**src/rtl/hit_judge_ctrl.sv**
```systemverilog
// hit_judge_ctrl
//   Game sequencer and hit judge that sits in front of the score datapath.
//   Tracks the GAME/PAUSE/RESET game state, judges directional button chords
//   against the arrow currently at the hit line, and queues the results.
//   Each result comes out as a stretched, spaced pulse on correct_hit_o or
//   incorrect_hit_o, which the scorer edge-detects through a shift register.
//
// Ports
//   clk_i            system clock
//   rst_i            synchronous active-high reset
//   pause_req_i      debounced pause level; rising edge toggles GAME/PAUSE
//   reset_req_i      debounced reset level; rising edge forces RESET
//   arrow_valid_i    1-cycle strobe: new arrow at the hit line
//   arrow_code_i     arrow code (10..20), sampled with arrow_valid_i
//   btn_dir_i        debounced button levels {up,down,left,right}
//   state_o          0=GAME 1=PAUSE 2=RESET
//   correct_hit_o    stretched hit pulse
//   incorrect_hit_o  stretched miss pulse
//   window_open_o    judgement window active
//   fifo_ovf_o       sticky result-dropped flag, cleared by RESET
//
// CHORD_CYCLES must be >= 2, PULSE_CYCLES >= 1, GAP_CYCLES >= 1 and
// FIFO_DEPTH a power of two >= 2.

module hit_judge_ctrl #(
    parameter int WINDOW_CYCLES = 16,
    parameter int CHORD_CYCLES  = 4,
    parameter int PULSE_CYCLES  = 2,
    parameter int GAP_CYCLES    = 1,
    parameter int RESET_CYCLES  = 4,
    parameter int FIFO_DEPTH    = 4
) (
    input  logic       clk_i,
    input  logic       rst_i,
    input  logic       pause_req_i,
    input  logic       reset_req_i,
    input  logic       arrow_valid_i,
    input  logic [4:0] arrow_code_i,
    input  logic [3:0] btn_dir_i,
    output logic [1:0] state_o,
    output logic       correct_hit_o,
    output logic       incorrect_hit_o,
    output logic       window_open_o,
    output logic       fifo_ovf_o
);

    localparam int WT_W   = $clog2(WINDOW_CYCLES + 1);
    localparam int CT_W   = (CHORD_CYCLES > 2) ? $clog2(CHORD_CYCLES) : 1;
    localparam int RC_W   = (RESET_CYCLES > 2) ? $clog2(RESET_CYCLES) : 1;
    localparam int PC_MAX = (PULSE_CYCLES > GAP_CYCLES) ? PULSE_CYCLES : GAP_CYCLES;
    localparam int PC_W   = (PC_MAX > 2) ? $clog2(PC_MAX) : 1;
    localparam int AW     = (FIFO_DEPTH > 2) ? $clog2(FIFO_DEPTH) : 1;
    localparam int CNT_W  = AW + 1;

    localparam logic [WT_W-1:0]  WIN_INIT   = WT_W'(WINDOW_CYCLES);
    localparam logic [WT_W-1:0]  WIN_LAST   = WT_W'(1);
    localparam logic [CT_W-1:0]  CHORD_INIT = CT_W'(CHORD_CYCLES - 1);
    localparam logic [CT_W-1:0]  CHORD_LAST = CT_W'(1);
    localparam logic [RC_W-1:0]  RST_LAST   = RC_W'(RESET_CYCLES - 1);
    localparam logic [PC_W-1:0]  PULSE_LAST = PC_W'(PULSE_CYCLES - 1);
    localparam logic [PC_W-1:0]  GAP_LAST   = PC_W'(GAP_CYCLES - 1);
    localparam logic [CNT_W-1:0] CNT_FULL   = CNT_W'(FIFO_DEPTH);

    typedef enum logic [1:0] {
        ST_GAME  = 2'd0,
        ST_PAUSE = 2'd1,
        ST_RESET = 2'd2
    } state_e;

    typedef enum logic [1:0] {
        PG_IDLE = 2'd0,
        PG_HIGH = 2'd1,
        PG_GAP  = 2'd2
    } pg_e;

    // Arrow code to required {U,D,L,R} mask; unknown codes behave as 20.
    function automatic logic [3:0] arrow_mask(input logic [4:0] code);
        logic [3:0] m;
        case (code)
            5'd10:   m = 4'b1000;
            5'd11:   m = 4'b0100;
            5'd12:   m = 4'b0010;
            5'd13:   m = 4'b0001;
            5'd14:   m = 4'b1100;
            5'd15:   m = 4'b1010;
            5'd16:   m = 4'b1001;
            5'd17:   m = 4'b0110;
            5'd18:   m = 4'b0101;
            5'd19:   m = 4'b0011;
            default: m = 4'b0000;
        endcase
        return m;
    endfunction

    // ------------------------------------------------------------------
    // Input edge detection. The previous-level registers track the inputs
    // in every state, so a button held through PAUSE produces no edge on
    // resume.
    // ------------------------------------------------------------------
    logic       pause_prev_q, reset_prev_q;
    logic [3:0] btn_prev_q;
    logic       pause_edge, reset_edge, btn_edge;

    assign pause_edge = pause_req_i & ~pause_prev_q;
    assign reset_edge = reset_req_i & ~reset_prev_q;
    assign btn_edge   = |(btn_dir_i & ~btn_prev_q);

    always_ff @(posedge clk_i) begin
        if (rst_i) begin
            pause_prev_q <= 1'b0;
            reset_prev_q <= 1'b0;
            btn_prev_q   <= 4'b0000;
        end else begin
            pause_prev_q <= pause_req_i;
            reset_prev_q <= reset_req_i;
            btn_prev_q   <= btn_dir_i;
        end
    end

    // ------------------------------------------------------------------
    // Game state machine. A reset request wins over a pause request.
    // ------------------------------------------------------------------
    state_e          state_q;
    logic [RC_W-1:0] rst_cnt_q;

    always_ff @(posedge clk_i) begin
        if (rst_i) begin
            state_q   <= ST_RESET;
            rst_cnt_q <= '0;
        end else if (reset_edge) begin
            state_q   <= ST_RESET;
            rst_cnt_q <= '0;
        end else begin
            case (state_q)
                ST_RESET: begin
                    if (rst_cnt_q == RST_LAST) state_q <= ST_GAME;
                    else                       rst_cnt_q <= rst_cnt_q + 1'b1;
                end
                ST_GAME:  if (pause_edge) state_q <= ST_PAUSE;
                ST_PAUSE: if (pause_edge) state_q <= ST_GAME;
                default:  state_q <= ST_RESET;
            endcase
        end
    end

    // ------------------------------------------------------------------
    // Judge. Only advances in GAME, which freezes both timers in PAUSE.
    // At most one result is pushed per cycle: a new arrow supersedes any
    // chord in progress, and a running chord masks window expiry so the
    // chord's judgement stands even if it outlives the window.
    // ------------------------------------------------------------------
    logic            win_open_q, win_open_d;
    logic [WT_W-1:0] win_timer_q, win_timer_d;
    logic [3:0]      mask_q, mask_d;
    logic            chord_q, chord_d;
    logic [CT_W-1:0] chord_cnt_q, chord_cnt_d;
    logic [3:0]      pressed_q, pressed_d;
    logic            judged_q, judged_d;   // chord belongs to an open window
    logic            push, push_hit;

    always_comb begin
        win_open_d  = win_open_q;
        win_timer_d = win_timer_q;
        mask_d      = mask_q;
        chord_d     = chord_q;
        chord_cnt_d = chord_cnt_q;
        pressed_d   = pressed_q;
        judged_d    = judged_q;
        push        = 1'b0;
        push_hit    = 1'b0;

        if (reset_edge) begin
            win_open_d = 1'b0;
            chord_d    = 1'b0;
        end else if (state_q == ST_GAME) begin
            if (arrow_valid_i) begin
                // The arrow still waiting for a judgement is a miss.
                push        = win_open_q;
                win_open_d  = 1'b1;
                win_timer_d = WIN_INIT;
                mask_d      = arrow_mask(arrow_code_i);
                chord_d     = 1'b0;
                if (btn_edge) begin
                    chord_d     = 1'b1;
                    chord_cnt_d = CHORD_INIT;
                    pressed_d   = btn_dir_i;
                    judged_d    = 1'b1;
                end
            end else if (chord_q) begin
                pressed_d = pressed_q | btn_dir_i;
                if (chord_cnt_q == CHORD_LAST) begin
                    chord_d = 1'b0;
                    if (judged_q) begin
                        push       = 1'b1;
                        push_hit   = (pressed_d == mask_q);
                        win_open_d = 1'b0;
                    end
                end else begin
                    chord_cnt_d = chord_cnt_q - 1'b1;
                end
            end else if (btn_edge) begin
                // A stray chord reports one miss up front and then just
                // swallows further edges until its timer runs out.
                chord_d     = 1'b1;
                chord_cnt_d = CHORD_INIT;
                pressed_d   = btn_dir_i;
                judged_d    = win_open_q;
                push        = ~win_open_q;
            end else if (win_open_q) begin
                if (win_timer_q == WIN_LAST) begin
                    win_open_d = 1'b0;
                    push       = (mask_q != 4'b0000);
                end else begin
                    win_timer_d = win_timer_q - 1'b1;
                end
            end
        end
    end

    always_ff @(posedge clk_i) begin
        if (rst_i) begin
            win_open_q  <= 1'b0;
            win_timer_q <= '0;
            chord_q     <= 1'b0;
            chord_cnt_q <= '0;
            judged_q    <= 1'b0;
        end else begin
            win_open_q  <= win_open_d;
            win_timer_q <= win_timer_d;
            chord_q     <= chord_d;
            chord_cnt_q <= chord_cnt_d;
            judged_q    <= judged_d;
        end
        mask_q    <= mask_d;
        pressed_q <= pressed_d;
    end

    // ------------------------------------------------------------------
    // Result FIFO and pulse generator. The generator may pop again in the
    // last gap cycle, so pulses come out back to back with exactly
    // GAP_CYCLES low cycles between them. A push into a full FIFO is
    // dropped even if a pop happens in the same cycle.
    // ------------------------------------------------------------------
    logic             mem_q [FIFO_DEPTH];
    logic [AW-1:0]    wr_ptr_q, wr_ptr_d, rd_ptr_q, rd_ptr_d;
    logic [CNT_W-1:0] cnt_q, cnt_d;
    logic             ovf_q, ovf_d;
    pg_e              pg_q, pg_d;
    logic [PC_W-1:0]  pg_cnt_q, pg_cnt_d;
    logic             corr_q, corr_d, inc_q, inc_d;
    logic             pg_ready, pop, push_ok;

    always_comb begin
        wr_ptr_d = wr_ptr_q;
        rd_ptr_d = rd_ptr_q;
        cnt_d    = cnt_q;
        ovf_d    = ovf_q;
        pg_d     = pg_q;
        pg_cnt_d = pg_cnt_q;
        corr_d   = corr_q;
        inc_d    = inc_q;

        pg_ready = (pg_q == PG_IDLE) || ((pg_q == PG_GAP) && (pg_cnt_q == '0));
        pop      = pg_ready && (cnt_q != '0) && !reset_edge;
        push_ok  = push && (cnt_q != CNT_FULL);

        if (reset_edge) begin
            wr_ptr_d = '0;
            rd_ptr_d = '0;
            cnt_d    = '0;
            ovf_d    = 1'b0;
            pg_d     = PG_IDLE;
            pg_cnt_d = '0;
            corr_d   = 1'b0;
            inc_d    = 1'b0;
        end else begin
            if (push && !push_ok) ovf_d = 1'b1;
            if (push_ok) wr_ptr_d = wr_ptr_q + 1'b1;
            if (pop)     rd_ptr_d = rd_ptr_q + 1'b1;
            case ({push_ok, pop})
                2'b10:   cnt_d = cnt_q + 1'b1;
                2'b01:   cnt_d = cnt_q - 1'b1;
                default: cnt_d = cnt_q;
            endcase

            if (pop) begin
                corr_d   = mem_q[rd_ptr_q];
                inc_d    = ~mem_q[rd_ptr_q];
                pg_d     = PG_HIGH;
                pg_cnt_d = PULSE_LAST;
            end else begin
                case (pg_q)
                    PG_HIGH: begin
                        if (pg_cnt_q == '0) begin
                            corr_d   = 1'b0;
                            inc_d    = 1'b0;
                            pg_d     = PG_GAP;
                            pg_cnt_d = GAP_LAST;
                        end else begin
                            pg_cnt_d = pg_cnt_q - 1'b1;
                        end
                    end
                    PG_GAP: begin
                        if (pg_cnt_q == '0) pg_d = PG_IDLE;
                        else                pg_cnt_d = pg_cnt_q - 1'b1;
                    end
                    default: pg_d = PG_IDLE;
                endcase
            end
        end
    end

    always_ff @(posedge clk_i) begin
        if (rst_i) begin
            wr_ptr_q <= '0;
            rd_ptr_q <= '0;
            cnt_q    <= '0;
            ovf_q    <= 1'b0;
            pg_q     <= PG_IDLE;
            pg_cnt_q <= '0;
            corr_q   <= 1'b0;
            inc_q    <= 1'b0;
        end else begin
            wr_ptr_q <= wr_ptr_d;
            rd_ptr_q <= rd_ptr_d;
            cnt_q    <= cnt_d;
            ovf_q    <= ovf_d;
            pg_q     <= pg_d;
            pg_cnt_q <= pg_cnt_d;
            corr_q   <= corr_d;
            inc_q    <= inc_d;
        end
        if (push_ok && !reset_edge) mem_q[wr_ptr_q] <= push_hit;
    end

    assign state_o         = state_q;
    assign correct_hit_o   = corr_q;
    assign incorrect_hit_o = inc_q;
    assign window_open_o   = win_open_q;
    assign fifo_ovf_o      = ovf_q;

endmodule

```
**config.mk**
```make
export PLATFORM = sky130hd
export DESIGN_NAME = hit_judge_ctrl
export DESIGN_NICKNAME = d
export VERILOG_FILES = /design/src/rtl/hit_judge_ctrl.sv
export SDC_FILE = /design/constraint.sdc
export NUM_CORES = 1
export LEC_CHECK = 0
export ABC_AREA = 1
export CORE_ASPECT_RATIO = 1.1
export CORE_MARGIN = 2
export CORE_UTILIZATION = 52
export DETAILED_ROUTE_END_ITERATION = 10
export PLACE_DENSITY = 0.76
export SYNTH_ARGS = -nofsm -noshare
export SYNTH_HDL_FRONTEND = slang
export SYNTH_SLANG_ARGS = --single-unit
```
**constraint.sdc**
```tcl
create_clock -name clk_i -period 2.2 [get_ports clk_i]
set_input_delay 0.22 -clock clk_i [delete_from_list [all_inputs] [get_ports clk_i]]
set_output_delay 0.22 -clock clk_i [all_outputs]
set_load 0.005 [all_outputs]
```
### Word-level counts from Yosys, hierarchy flattened

Memory sizes are Yosys's and may differ from the RTL's. A register that Yosys moved wholly into a read port is not among the register bits.
Cells that the tools add are included.

| storage, ports and cells | value |
|---|---|
| memories kept | 2 |
| flip-flop bits (word level) | 37 |
| bits in writable memories | 4 |
| bits in read-only memories | 128 |
| latch bits | 0 |
| output and inout port bits | 6 |

| cells by class | value |
|---|---|
| equal/unequal tests | 26 |
| reduce and logical (&&, ||, !) cells | 32 |
| multipliers | 0 |
| div/mod/pow operators | 0 |
| $add $sub $neg | 8 |
| multiplexer cells | 62 |
| shift operators | 0 |
| bitwise logic cells | 12 |
| $lt $le $gt $ge | 0 |

Memories:

| memory | words | width | read ports | clocked after memory_dff | wr ports | RTL line | RTL |
|---|---|---|---|---|---|---|---|
| (name not given) | 32 | 4 | 1 | 1 | 0 | 79 | `case (code)` |
| mem_q | 4 | 1 | 1 | 1 | 1 | 244 | `logic mem_q [FIFO_DEPTH];` |

Operators with widths:

| kind | number |
|---|---|
| 1-bit two-way mux | 40 |
| 5-bit two-way mux | 5 |
| 2-bit two-way mux | 11 |
| 2-bit inequality test, second input constant | 8 |
| 4-bit two-way mux | 3 |
| 3-bit inequality test, second input constant | 4 |
| 2-bit AND reduction | 5 |
| 3-bit by 2-bit inequality test with 1-bit output, second input constant | 3 |
| 3-bit AND reduction | 3 |
| 2-bit by 1-bit equality test with 1-bit output, second input constant | 4 |
| 2-bit equality test, second input constant | 4 |
| 4-bit AND reduction | 2 |
| 2-bit nonzero test | 4 |
| 1-bit inverter | 7 |
| 2-bit by 1-bit adder with 2-bit output, second input constant | 3 |
| 1-bit logical AND | 6 |
| 2-bit case mux with 3 select lines | 1 |
| 3-bit case mux with 2 select lines | 1 |
| 6-bit AND reduction | 1 |
| 5-bit by 1-bit equality test with 1-bit output, second input constant | 1 |
| 5-bit by 1-bit subtractor with 5-bit output, second input constant | 1 |
| 4-bit bitwise AND | 1 |
| 4-bit equality test | 1 |
| 2-bit zero test | 2 |
| 16 further kinds | 19 |

### Logic depth before layout (Yosys ltp)

| depth | value |
|---|---|
| depth in word-level cells | 12 |
| mapped depth | 16 |
| gate-level depth less buffers | 16 |

### Worst setup path before layout

OpenSTA, ideal clock, no wires.

| timing path | value |
|---|---|
| kind | reg2reg |
| start | register win_timer_q[1] |
| end | register cnt_q[2] |
| data arrival time | 1.956 ns |
| data required time | 2.078 ns |
| cell stages (with the launch flop) | 17 |
| clock period less this slack | 2.079 ns |
| library setup time | 0.122 ns |
| path slack | 0.121 ns |
| cells stage by stage | dfxtp_1 inv_1 ha_1 inv_1 nor2_1 nand3_1 nor2_1 nand2_1 nand3_2 nand3_4 ha_1 inv_1 fa_1 a21oi_1 o21ai_0 o21ai_0 a21oi_1 |

| between the ends | value |
|---|---|
| cells in the longest elaborated chain, start to end | 11 |
| elaborated cells between the ends (all ways) | 13 |
| those cells by class | eq/ne: 3; mux: 8; reduce/logical: 2 |

Ends and longest elaborated chain:

| element | RTL line | RTL |
|---|---|---|
| start: declaration | 153 | `logic [WT_W-1:0] win_timer_q, win_timer_d;` |
| start signal: assignment | 229 | `win_timer_q <= win_timer_d;` |
| 5-bit by 1-bit equality test with 1-bit output (*) | 210 | `if (win_timer_q == WIN_LAST) begin` |
| 1-bit two-way mux (*) | 210 |  |
| 1-bit two-way mux (*) | 209 | `end else if (win_open_q) begin` |
| 1-bit two-way mux (*) | 201 | `end else if (btn_edge) begin` |
| 1-bit two-way mux (*) | 189 | `end else if (chord_q) begin` |
| 1-bit two-way mux (*) | 176 | `if (arrow_valid_i) begin` |
| 1-bit two-way mux (*) | 175 | `end else if (state_q == ST_GAME) begin` |
| 1-bit two-way mux (*) | 172 | `if (reset_edge) begin` |
| 1-bit logical AND (*) | 265 | `push_ok = push && (cnt_q != CNT_FULL);` |
| 2-bit by 1-bit equality test with 1-bit output or 2-bit equality test (tied branches) | 280 | `case ({push_ok, pop})` |
| 3-bit case mux with 2 select lines or 2-bit nonzero test (tied branches) | n/a |  |
| end signal: assignment | 326 | `cnt_q <= cnt_d;` |
| end: declaration | 246 | `logic [CNT_W-1:0] cnt_q, cnt_d;` |

Mark *: on every way between the ends. The rest lies on a longest branch, timed or not.
A chain may end at the register's enable or synchronous reset.

### Final worst setup path

| timing path | value |
|---|---|
| start | register pg_q[0] |
| end | register cnt_q[2] |

| between the ends | value |
|---|---|
| cells in the longest elaborated chain, start to end | 7 |
| elaborated cells between the ends (all ways) | 10 |
| those cells by class | eq/ne: 3; mux: 1; reduce/logical: 6 |

Ends and longest elaborated chain:

| element | RTL line | RTL |
|---|---|---|
| start: declaration | 248 | `pg_e pg_q, pg_d;` |
| start signal: assignment | 328 | `pg_q <= pg_d;` |
| 2-bit equality test | 263 | `pg_ready = (pg_q == PG_IDLE) \|\| ((pg_q == PG_GAP) && (pg_cnt_q == '0));` |
| 1-bit logical AND | 263 |  |
| 1-bit logical OR (*) | 263 |  |
| 1-bit logical AND (*) (2 in series) | 264 | `pop = pg_ready && (cnt_q != '0) && !reset_edge;` |
| net pop | 251 | `logic pg_ready, pop, push_ok;` |
| 2-bit by 1-bit equality test with 1-bit output or 2-bit equality test (tied branches) | 280 |  |
| 3-bit case mux with 2 select lines or 2-bit nonzero test (tied branches) | n/a |  |

Mark *: on every way through the listed nets, which the timed path passes. The rest lies on a longest branch.

==> results by group <==
Drt
  • DR vias: 2063
  • DRT iter0 DRCs: 61
  • Detail Route Antenna Nets: 0
  • Avg WL per Cell: 11.2 microns
  • WL final: 4670 microns
  • Vias/cell: 4.92
  • Remaining DRCs: 0
  • TritonRoute pass-1 iters: 4

Hold path
  • HP Class: in -> reg
  • Hold Path Depth: 3
  • Hold Path Sink: pause_prev_q
  • HP Start: pause_req_i

Worst setup path
  • CP Launch Type: flop
  • Slowest cell on the critical path: fa_2
  • Worst path bufs/invs: 3
  • Reg2Reg Depth: 13
  • CP arrival: 2310 ps
  • Cell family with most CP delay: adder cells
  • Reg2reg end: cnt_q[2]
  • Worst path required time: 2390 ps
  • CP Cell Sequence: inv_2 > ha_1 > inv_1 > o21bai_1 > nand2_2 > nor2_4 > ha_4 > inv_4 > fa_2 > a21oi_2 > o21ai_1 > o21ai_1 > a21oi_1
  • CP Class: reg -> reg
  • Nature of the critical path endpoint: flop
  • R2R Setup Slk: 90 ps
  • Reg2reg start: pg_q[0]
  • CP peak stage delay: 360 ps
  • Worst Path Max Fanout: 3
  • Most frequent CP cell: o21ai_1

Placed design
  • Port Buf Inserts: 19
  • DP Area: 2930 sq um
  • Post-DP HPWL: 3560 microns
  • Post-Place Cells: 408
  • Final estimated routing congestion in global placement: 0.836

Floorplanning
  • Row Count: 26
  • DIE AREA: 5410 sq um
  • Core area: 4650 sq um
  • Die W: 70.3 microns
  • # IOs: 20
  • Initial core utilization: 0.540
  • DIE HEIGHT: 76.9 microns

Yosys
  • Yosys top cell area share: 0.279
  • Most common cell in the netlist: inv_1
  • Top FF cell, synth: dfxtp_1
  • Syn_nets: 346
  • Synth Instances: 314
  • Leading post-synthesis cells by cell area: dfxtp_1, edfxtp_1, ha_1, inv_1, nand2_1
  • YS warnings: 0
  • Post-synth EDFFs: 12
  • Synthesized cell area: 2510 sq um
  • Commonest cells in the synthesized netlist: inv_1, nand2_1, nor2_1
  • Sequential share of the synthesized area: 0.422
  • Syn avg cell area: 8.01 sq um
  • Yosys reg bits: 47
  • Fraction of registers with async set/reset: 0
  • Synth area leader: dfxtp_1
  • Synth cell types: 36

Global route
  • Gr usage total: 0.189
  • Largest net degree at the start of global routing: 15
  • Grt ovf: 0
  • Initial antenna violation count: 0
  • First-pass GRT wire length: 8300 microns
  • Vias in the first global route: 2053

Finish
  • Reg area: 1060 sq um
  • Final non-filler cell total: 419
  • Multi-input gate area: 1260 sq um
  • Fin util: 0.671
  • Antenna Cells: 0
  • Net count, final: 394
  • Area Growth Syn to Fin: 24.2%
  • Fin area: 3120 sq um
  • Fillers: 379
  • Share of cells above drive strength 1: 0.198

Power and ir drop
  • Switch Pwr: 0.366 mW
  • Worst vdd ir: 304 uV
  • Pint: 1.30 mW
  • Static leakage: 1.32 nW
  • Clk pwr share: 0.367
  • Switching portion of total power: 0.220
  • Flop pwr share: 0.541
  • Logic gate share of total power: 0.092
  • Power Density: 533 nW/um^2

Run
  • Number of max-cap violations: 0

Timing
  • Final Hold Vio Count: 0
  • Measured slew at the worst slew-check pin: 304 ps
  • Worst rel slew slack: 0.796
  • Setup Skew: 5.44 ps
  • Max-slew violations: 0
  • Final worst-path cycle share: 0.961
  • F_max: 473 MHz
  • Fin crit period: 2110 ps
  • RSZ-0062 raised after global routing: yes
  • Final Setup Violations: 0

Status
  • Status: completed

Clock tree
  • Worst-Skew Late Latency: 300 ps
  • CTS clk-pin slew, worst paths: 80 ps
  • Sink Count: 47
  • CTS tree: built
  • Hold-fix buffers, CTS: 0
  • H-tree Lvls: 2
  • Num CTS Buffers: 5
  • Clk buf depth: 2
  • CTS root buf: clkbuf_8
-- tightest hold or removal path, delay by kind of cell --
kind	cells	cell delay, ps
buffers and inverters	2	470
and+or+nand+nor	1	40
-- routing by layer --
| metal | up-vias | GRT usage | share of wire |
|---|---|---|---|
| met5 | - | 0 | 0 |
| met4 | 0 | 0.0788 | 0.019 |
| met3 | 11 | 0.0512 | 0.036 |
| met2 | 30 | 0.338 | 0.51 |
| met1 | 931 | 0.208 | 0.43 |
| li1 | 1091 | - | - |
-- flip-flops by register name, indices dropped and copies added (netlist names), 2 cells and up, named ones only --
signal,cells
btn_prev_q,4
mem_q,4
rd_ptr_q,2
mask_q,4
wr_ptr_q,2
chord_cnt_q,2
rst_cnt_q,2
win_timer_q,5
pressed_q,4
state_o,2
pg_q,2
cnt_q,3
-- through the flow --
step / hold slack (ps) / total power [mW] / setup TNS (ps) / setup slack, ps
3_5_place_dp: 456 / 1.07 / -235 / -190
4_1_cts: 451 / 1.69 / 0 / 32.6
5_1_grt: 479 / 1.74 / -114 / -82.2
2_1_floorplan: 322 / 0.999 / 0 / 121
3_3_place_gp: 437 / 1.07 / -80.9 / -80.9
6_report: 460 / 1.67 / 0 / 85.4
-- worst max-delay path by stage --
| stage | cells past startpoint | from | end | slack (ps) |
|---|---|---|---|---|
| global route | 13 | pg_q[0] | cnt_q[2] | -80 |
| global placement | 14 | reset_req_i | cnt_q[2] | -80 |
| CTS | 16 | win_timer_q[1] | cnt_q[2] | 30 |
| floorplan | 16 | win_timer_q[1] | cnt_q[2] | 120 |
| detailed placement | 14 | reset_req_i | cnt_q[2] | -190 |
| finish | 13 | pg_q[0] | cnt_q[2] | 90 |
-- cells in the final DEF, fill, tap and decap left out, drive strengths merged, types with 5 or more instances in the layout --
cell           instances
inv                   61
nor2                  50
nand2                 48
dfxtp                 35
buf                   23
o21ai                 23
a21oi                 20
clkdlybuf4s50         19
ha                    17
nand3                 13
edfxtp                12
or2                    5
xor2                   5
clkbuf                 5
-- repair_timing --
action	4_1_cts	5_1_grt
setup buffers	0	3
endpoints found under the setup margin	1	2
endpoints found under the hold margin	0	0
gates resized for setup	3	19
pin swaps	0	12
-- kinds of logic (layout without fill, tap and decap cells) --
logic type	after synthesis	after routing	share of synthesized area
AOI/OAI and AO/OA	52	52	0.117
xor gates and xnor gates	7	7	0.0244
adders and majority gates	18	18	0.0926
buffers and inverters	64	113	0.0961
DFF	47	47	0.422
and+or+nand+nor	126	126	0.248
-- power by group through the flow --
stage	registers (mW)	logic, mW	clock network (mW)
after global routing	0.903	0.172	0.662
after global placement	0.921	0.148	0
after CTS	0.901	0.152	0.633
final	0.901	0.153	0.611
after detailed placement	0.921	0.152	0
after floorplan	0.920	0.0788	0
-- final cells by class --
type,count,share of cell area
Tap cell,56,0.0224
Clock inverter,3,0.0124
Timing Repair Buffer,42,0.120
Multi-Input combinational cell,203,0.405
Sequential cell,47,0.341
Clock buffer,5,0.0220
Inverter,63,0.0769
Power figures use the tool's default switching activity.
